## config.mk

```make
export PLATFORM = sky130hd
export DESIGN_NAME = elevator_motion_ctrl
export DESIGN_NICKNAME = d
export VERILOG_FILES = /design/src/rtl/elevator_motion_ctrl.sv
export SDC_FILE = /design/constraint.sdc
export NUM_CORES = 1
export LEC_CHECK = 0
export ABC_AREA = 1
export CAP_MARGIN = 30
export CORE_MARGIN = 2
export CORE_UTILIZATION = 55
export DETAILED_ROUTE_END_ITERATION = 6
export GPL_TIMING_DRIVEN = 0
export PLACE_DENSITY = 0.76
export SYNTH_ARGS = -nofsm -noshare
export SYNTH_HDL_FRONTEND = slang
export SYNTH_SLANG_ARGS = --single-unit
```

## constraint.sdc

```tcl
create_clock -name clk -period 4.3 [get_ports clk]
set_input_delay 0.645 -clock clk [delete_from_list [all_inputs] [get_ports clk]]
set_output_delay 0.645 -clock clk [all_outputs]
set_load 0.1 [all_outputs]
```

## src/rtl/elevator_motion_ctrl.sv

```systemverilog
// Elevator motion/door controller: floor travel, door dwell, call clears.
// Optional door-hold input enabled by defining ELEV_DOOR_HOLD_EN.
module elevator_motion_ctrl #(
  parameter int FLOOR_CYCLES = 50000000,
  parameter int DOOR_CYCLES  = 100000000,
  parameter int CNT_W        = 27
) (
  input  logic       clk,
  input  logic       rst_n,
  input  logic [2:0] des,
  input  logic       des_valid,
`ifdef ELEV_DOOR_HOLD_EN
  input  logic       door_hold,
`endif
  output logic [2:0] now_floor,
  output logic       dir,
  output logic       moving,
  output logic       door_open,
  output logic [5:0] clr_in,
  output logic [9:0] clr_out
);

  localparam logic [1:0] S_IDLE   = 2'd0;
  localparam logic [1:0] S_MOVE   = 2'd1;
  localparam logic [1:0] S_ARRIVE = 2'd2;
  localparam logic [1:0] S_DOOR   = 2'd3;

  localparam logic [CNT_W-1:0] FLOOR_LAST =
    CNT_W'(FLOOR_CYCLES - 1);
  localparam logic [CNT_W-1:0] DOOR_LAST =
    CNT_W'(DOOR_CYCLES - 1);

  logic [1:0]       state, state_n;
  logic [CNT_W-1:0] cnt, cnt_n;
  logic [2:0]       floor_n, step_floor;
  logic             dir_n;
  logic             hold;
  logic             des_ok;
  logic             beyond;
  logic [5:0]       clr_in_n;
  logic [9:0]       clr_out_n;

`ifdef ELEV_DOOR_HOLD_EN
  assign hold = door_hold;
`else
  assign hold = 1'b0;
`endif

  assign des_ok = des_valid && (des != 3'd0) && (des != 3'd7);

  // Next floor saturates at the shaft ends.
  always_comb begin
    step_floor = now_floor;
    if (dir && now_floor != 3'd6)
      step_floor = now_floor + 3'd1;
    else if (!dir && now_floor != 3'd1)
      step_floor = now_floor - 3'd1;
  end

  assign beyond = dir ? (des > step_floor)
                      : (des < step_floor);

  always_comb begin
    state_n = state;
    cnt_n   = cnt;
    floor_n = now_floor;
    dir_n   = dir;
    unique case (1'b1)
      (state == S_IDLE): begin
        if (des_ok && des > now_floor) begin
          dir_n   = 1'b1;
          cnt_n   = '0;
          state_n = S_MOVE;
        end else if (des_ok && des < now_floor) begin
          dir_n   = 1'b0;
          cnt_n   = '0;
          state_n = S_MOVE;
        end else if (des_ok || hold) begin
          state_n = S_ARRIVE;
        end
      end
      (state == S_MOVE): begin
        if (cnt == FLOOR_LAST) begin
          cnt_n   = '0;
          floor_n = step_floor;
          if (des_ok && des == step_floor)
            state_n = S_ARRIVE;
          else if (!(des_ok && beyond))
            state_n = S_IDLE;
        end else begin
          cnt_n = cnt + 1'b1;
        end
      end
      (state == S_ARRIVE): begin
        cnt_n   = '0;
        state_n = S_DOOR;
      end
      (state == S_DOOR): begin
        if (hold) begin
          cnt_n = '0;
        end else if (cnt == DOOR_LAST) begin
          cnt_n   = '0;
          state_n = S_IDLE;
        end else begin
          cnt_n = cnt + 1'b1;
        end
      end
      default: state_n = S_IDLE;
    endcase
  end

  // Both hall calls of the arrival floor are cleared together.
  always_comb begin
    clr_in_n  = '0;
    clr_out_n = '0;
    if (state_n == S_ARRIVE) begin
      clr_in_n = 6'd1 << (floor_n - 3'd1);
      case (floor_n)
        3'd1:    clr_out_n = 10'b0000000001;
        3'd2:    clr_out_n = 10'b0000000110;
        3'd3:    clr_out_n = 10'b0000011000;
        3'd4:    clr_out_n = 10'b0001100000;
        3'd5:    clr_out_n = 10'b0110000000;
        3'd6:    clr_out_n = 10'b1000000000;
        default: clr_out_n = '0;
      endcase
    end
  end

  always_ff @(posedge clk or negedge rst_n) begin
    if (!rst_n) begin
      state     <= S_IDLE;
      cnt       <= '0;
      now_floor <= 3'd1;
      dir       <= 1'b1;
      moving    <= 1'b0;
      door_open <= 1'b0;
      clr_in    <= '0;
      clr_out   <= '0;
    end else begin
      state     <= state_n;
      cnt       <= cnt_n;
      now_floor <= floor_n;
      dir       <= dir_n;
      moving    <= (state_n == S_MOVE);
      door_open <= (state_n == S_DOOR);
      clr_in    <= clr_in_n;
      clr_out   <= clr_out_n;
    end
  end

endmodule

```

==> results.cfg, run 1 <==
[run_status]
status = complete, no violations

[yosys]
synthesis.area_um2 = 3370
synthArstFlopShare_pct = 100
dominantRegCellSynth = dfrtp_1
synth_cell_types = 34
synthCells = 477
synth_area_per_cell_um2 = 7.07
syn-num-nets = 496
ys_ff_latch = 47
synth_sequential_area_ratio_pct = 34.9
ys.warnings.count = 0
synth_edf_count = 0

[drt]
wl_mm = 9.50
top_layer = met4
first_pass_iters = 5
wl_per_cell_um = 16.2
first_iter_violations = 317
postRouteAntennaNets = 0
drc = 0
met1_length_mm = 4.06
dr_wl_met2_mm = 4.65
vias = 3416
routed_via_density = 5.81
dr_wl_met3_um = 451

[worst_setup_path]
crit_fanout = 6
ff2ff_setup_slack_ns = 1.77
cp-start-kind = flip-flop
crit_family = buffers and inverters
r2r_start = cnt[0]$_DFFE_PN0P_
cp.arrival_ns = 2.07
r2r-end = clr_in[0]$_DFF_PN0_
path_buf_inv = 1
crit_type = reg2out
crit_required_ns = 3.65
rr_worst_depth = 14
max_stage_delay_ns = 1.15
crit_path_end_kind = output pin
path_cells = clkdlybuf4s50_1
cp_slowest_cell = clkdlybuf4s50_1

[grt]
grt_use_total_pct = 30.0
grt_max_degree = 35
grt_pass1_wl_mm = 15.2
grt_overflow = 0
grt_pass1_vias = 3202
antenna_found_initial = 0

[placed_design]
port-buffer-count = 27
placed_area_um2 = 3750
post-place-cells = 580
hpwlAfterDp_mm = 7.13
pre_cts_slack_ns = 1.50
routabilityCongestion = 0.934

[timing]
max_clock_freq_mhz = 369
slew_headroom_pct = 34.0
setup_violations = 0
fin_hold_ws_ns = 0.225
rsz0062_at_grt = false
skew_ns = 0.0117
hold_viol = 0
period_share_pct = 63.1
layout_min_cycle_time_ns = 2.71
slew_viol_final = 0
worst_slew_pin_slew_ns = 0.987
setup_slack_ns = 1.59
tns_ns = 0

[final_layout]
multi_input_area_um2 = 1880
final-seq-area_um2 = 1180
stdcell_area_um2 = 3870
final_nets = 531
fillerInstances = 538
antenna_cells = 0
drive_gt1_share_pct = 10.9
area_delta_synth_final_pct = 14.7
layout.cells.non_filler = 588

[floorplan]
dieArea_um2 = 6780
start_util_pct = 57.0
core_area_um2 = 5920
ioPinCount = 28
die_w_um = 82.3
die_y_um = 82.3
fp-row-count = 28

[clock_tree]
cts_tree = yes
cts_hold_buffers = 0
cts.clk_slew.worst_paths_ns = 0.10
cts_buffer_depth = 2
cts_setup_buffers = 0
clk_latency_ns = 0.32
root_buffer = clkbuf_8
cts-buffers-inserted = 5
cts_resized = 0
htree_levels = 2
clock_sinks = 47

[pwr]
p_per_area_nw_per_um2 = 215
ir_drop_mv = 0.151
p_leak_uw = 0.00172

[min_path]
hp-class = in2async

[job]
maxCapViolCount = 0
## cells in the mapped netlist (4+ instances only)
library cell / number / area share, %
a21oi_1: 5 / 0.74
buf_4: 4 / 0.89
dfrtp_1: 45 / 33
ha_1: 13 / 4.8
inv_1: 55 / 6.1
inv_2: 10 / 1.1
nand2_1: 106 / 12
nand2_2: 9 / 1.7
nand3_1: 71 / 11
nand4_1: 26 / 4.8
nor2_1: 51 / 5.7
nor3_1: 10 / 1.5
nor3_2: 5 / 1.5
o211ai_1: 15 / 3.3
o21ai_0: 11 / 1.6
xor2_1: 6 / 1.6
## area by class of cell
type	count	area share (%)
timing repair buffer	28	7.37
sequential	47	30.5
tap	75	2.42
clock inverter	3	1.23
multi-input combinational	352	48.5
inverter	65	6.30
clock buffer	5	1.78
buffer	13	1.94
## flip-flops by register name, indices dropped and copies added, names as in the netlist
signal and count:
state 2, now_floor 3, cnt 27, clr_in 6, clr_out 6, door_open 1, moving 1, dir 1
## cells by family (layout without fill, tap and decap cells)
group | Yosys count | count (layout) | synth area share (%)
compound gates | 39 | 39 | 7.34
buf+inv | 78 | 114 | 9.46
xor+xnor | 7 | 7 | 1.82
flops | 47 | 47 | 34.9
fa+ha+maj | 13 | 13 | 4.82
simple gates | 293 | 293 | 41.6
## layer usage
| metal | vias to the layer above | global-route usage [%] |
|---|---|---|
| li1 | 1651 | - |
| met1 | 1631 | 37.4 |
| met2 | 108 | 52.0 |
| met3 | 26 | 3.70 |
| met4 | 0 | 12.5 |
| met5 | - | 0 |
## metrics by stage
step	total power [uW]	utilization, %
after floorplan	473	-
after global placement	492	63.1
after detailed placement	495	63.4
after CTS	839	65.4
after global routing	860	65.4
final	832	65.4
## report_power, final
part / leakage (uW) / switching [uW] / internal, uW / total [uW]
clock: 0.0000587 / 170 / 176 / 346
combinational: 0.00104 / 28.6 / 14.3 / 42.9
sequential: 0.000624 / 0.438 / 442 / 443
## worst max path at each step
stage                           startpoint  depth (start not counted)                  end  slack, ns
floorplan           now_floor[1]$_DFF_PN0_                         15   state[0]$_DFF_PN0_       1.45
global placement                     rst_n                          1  clr_in[1]$_DFF_PN0_       1.25
detailed placement                  des[1]                         10  cnt[16]$_DFFE_PN0P_       1.50
CTS                 now_floor[0]$_DFF_PN1_                          1         now_floor[0]       1.57
global route        now_floor[0]$_DFF_PN1_                         14   state[0]$_DFF_PN0_       1.49
finish              now_floor[0]$_DFF_PN1_                          1         now_floor[0]       1.59
## layout by cell type, fill, tap and decap left out, types with 10 or more instances in the layout
master / count
nand3_1: 71
nor2_1: 51
nand4_1: 26
o21ai_0: 11
nor3_1: 10
inv_1: 55
inv_2: 10
clkdlybuf4s50_1: 26
dfrtp_1: 45
ha_1: 13
o211ai_1: 15
nand2_1: 106
No activity file was read; power rests on OpenSTA's default activity.
==> run 2: changes to the inputs <==
==> constraint.sdc (replaced) <==
create_clock -name clk -period 2.7 [get_ports clk]
set_input_delay 0.405 -clock clk [delete_from_list [all_inputs] [get_ports clk]]
set_output_delay 0.405 -clock clk [all_outputs]
set_load 0.1 [all_outputs]
==> run 2 against run 1 <==
Compared with the run above: hold slack got worse by 0.21 ns; core utilization rose by 0.40 points; cell count up 0.17%; critical path depth unchanged; first-iteration DRC count rose by 24%; combinational power rose by 65%; die area did not move; clock power grew 62%; design area up 0.61%; register-to-register slack got worse by 1.5 ns; flip-flop and latch count did not move; setup slack worse by 1.4 ns.
==> results.cfg, run 2 (same netlist as run 1, synthesis figures left out) <==
[timing]
max_clock_freq_mhz = 397
rsz0062_at_grt = false
setup_violations = 0
worst_slew_pin_slew_ns = 0.982
slew_viol_final = 0
slew_headroom_pct = 34.4
layout_min_cycle_time_ns = 2.52
hold_viol = 0
period_share_pct = 93.4
skew_ns = 0.0147

[clock_tree]
cts_buffer_depth = 2
cts_hold_buffers = 0
clk_latency_ns = 0.32
root_buffer = clkbuf_8
htree_levels = 2
cts_tree = yes
cts.clk_slew.worst_paths_ns = 0.11
cts-buffers-inserted = 5
clock_sinks = 47

[drt]
wl_mm = 9.86
first_pass_iters = 6
drc = 0
vias = 3474
wl_per_cell_um = 16.7
first_iter_violations = 392
routed_via_density = 5.90
postRouteAntennaNets = 0

[final_layout]
fillerInstances = 544
largest_register_ffs = 27
multi_input_area_um2 = 1890
layout_commonest_cell = nand2_1
final_nets = 532
top_regs = cnt (27), clr_in (6), clr_out (6)
post-route-util_pct = 65.8
antenna_cells = 0
final-seq-area_um2 = 1180
layout_common_cells = 105 x nand2_1, 71 x nand3_1, 55 x inv_1
area_delta_synth_final_pct = 15.4
largest_register = cnt
drive_gt1_share_pct = 11.7

[worst_setup_path]
r2r_start = cnt[0]$_DFFE_PN0P_
crit_fanout = 6
ff2ff_setup_slack_ns = 0.23
path_buf_inv = 1
path_cells = clkdlybuf4s50_1
max_stage_delay_ns = 1.14
crit_required_ns = 2.30
crit_path_end_kind = output pin
critPathCapture = now_floor[0]
cp-start-kind = flip-flop
cp-startpoint = now_floor[0]$_DFF_PN1_
cp.arrival_ns = 2.12
crit_type = reg2out
cp_slowest_cell = clkdlybuf4s50_1
r2r-end = clr_in[2]$_DFF_PN0_
rr_worst_depth = 13
crit_family = buffers and inverters
worst-path-stages = 1

[pwr]
p_sw_uw = 328
p_per_area_nw_per_um2 = 343
ir_drop_mv = 0.261
comb_power_share_pct = 5.3
p_leak_uw = 0.00172
sequentialPowerShare_pct = 52.8
switching_share_pct = 24.5
finalPower_uw = 1340
p_int_uw = 1010
power.share.clock_pct = 42.0

[floorplan]
core_area_um2 = 5920
dieArea_um2 = 6780
ioPinCount = 28
fp-row-count = 28
start_util_pct = 57.0
die_y_um = 82.3
die_w_um = 82.3

[run_status]
status = complete, no violations

[placed_design]
port-buffer-count = 27
hpwlAfterDp_mm = 7.15
routabilityCongestion = 0.955

[grt]
grt_overflow = 0
grt_use_total_pct = 31.6
grt_pass1_vias = 3330
grt_max_degree = 32
grt_pass1_wl_mm = 16.0
antenna_found_initial = 0

[job]
maxCapViolCount = 0

[min_path]
hp-class = in2async
run 2: how the worst min path moves through the flow:
stage	from	endpoint	slack (ns)
final	rst_n	cnt[14]$_DFFE_PN0P_	0.02
after global routing	rst_n	cnt[14]$_DFFE_PN0P_	0.04
after CTS	rst_n	cnt[14]$_DFFE_PN0P_	0.03
after detailed placement	rst_n	cnt[3]$_DFFE_PN0P_	0.38
after global placement	dir$_DFFE_PN1P_	dir$_DFFE_PN1P_	0.55
after floorplan	rst_n	clr_in[0]$_DFF_PN0_	0.11
run 2: power by group through the flow:
stage / Sequential, uW / Combinational (uW) / Clock (uW)
after detailed placement: 719 / 70.5 / 0
after global placement: 719 / 65.0 / 0
after global routing: 706 / 81.7 / 601
final: 705 / 70.7 / 561
after CTS: 705 / 70.6 / 567
after floorplan: 723 / 29.7 / 0
run 2: layout make-up:
cell class | instances | area share [%]
Multi-Input combinational cell | 352 | 48.5
Sequential cell | 47 | 30.4
Timing Repair Buffer | 29 | 7.52
Inverter | 65 | 6.27
Tap cell | 75 | 2.41
Buffer | 13 | 1.93
Clock buffer | 5 | 1.77
Clock inverter | 3 | 1.22
run 2: what timing repair did:
| item | in CTS | in global routing |
|---|---|---|
| buffers inserted | 0 | 1 |
| endpoints found under the setup margin | 0 | 5 |
| resized for setup | 0 | 4 |
run 2: per-stage QoR:
step                      cells  area (um2)  hold slack (ns)  TNS [ns]  setup WS (ns)
after floorplan             477        3380            0.109         0         0.0410
after global placement      579        3740            0.550     -6.09         -0.311
after detailed placement    580        3760            0.378         0          0.142
after CTS                   588        3870           0.0341         0          0.155
after global routing        589        3890           0.0401         0         0.0345
final                       589        3890           0.0178         0          0.179
run 2: routing by layer:
layer	vias up	wire length (um)	track usage, %
met2	169	4700	52.3
met1	1630	4040	39.0
met5	-	0	0
met4	0	357	15.3
met3	29	760	6.74
li1	1646	-	-
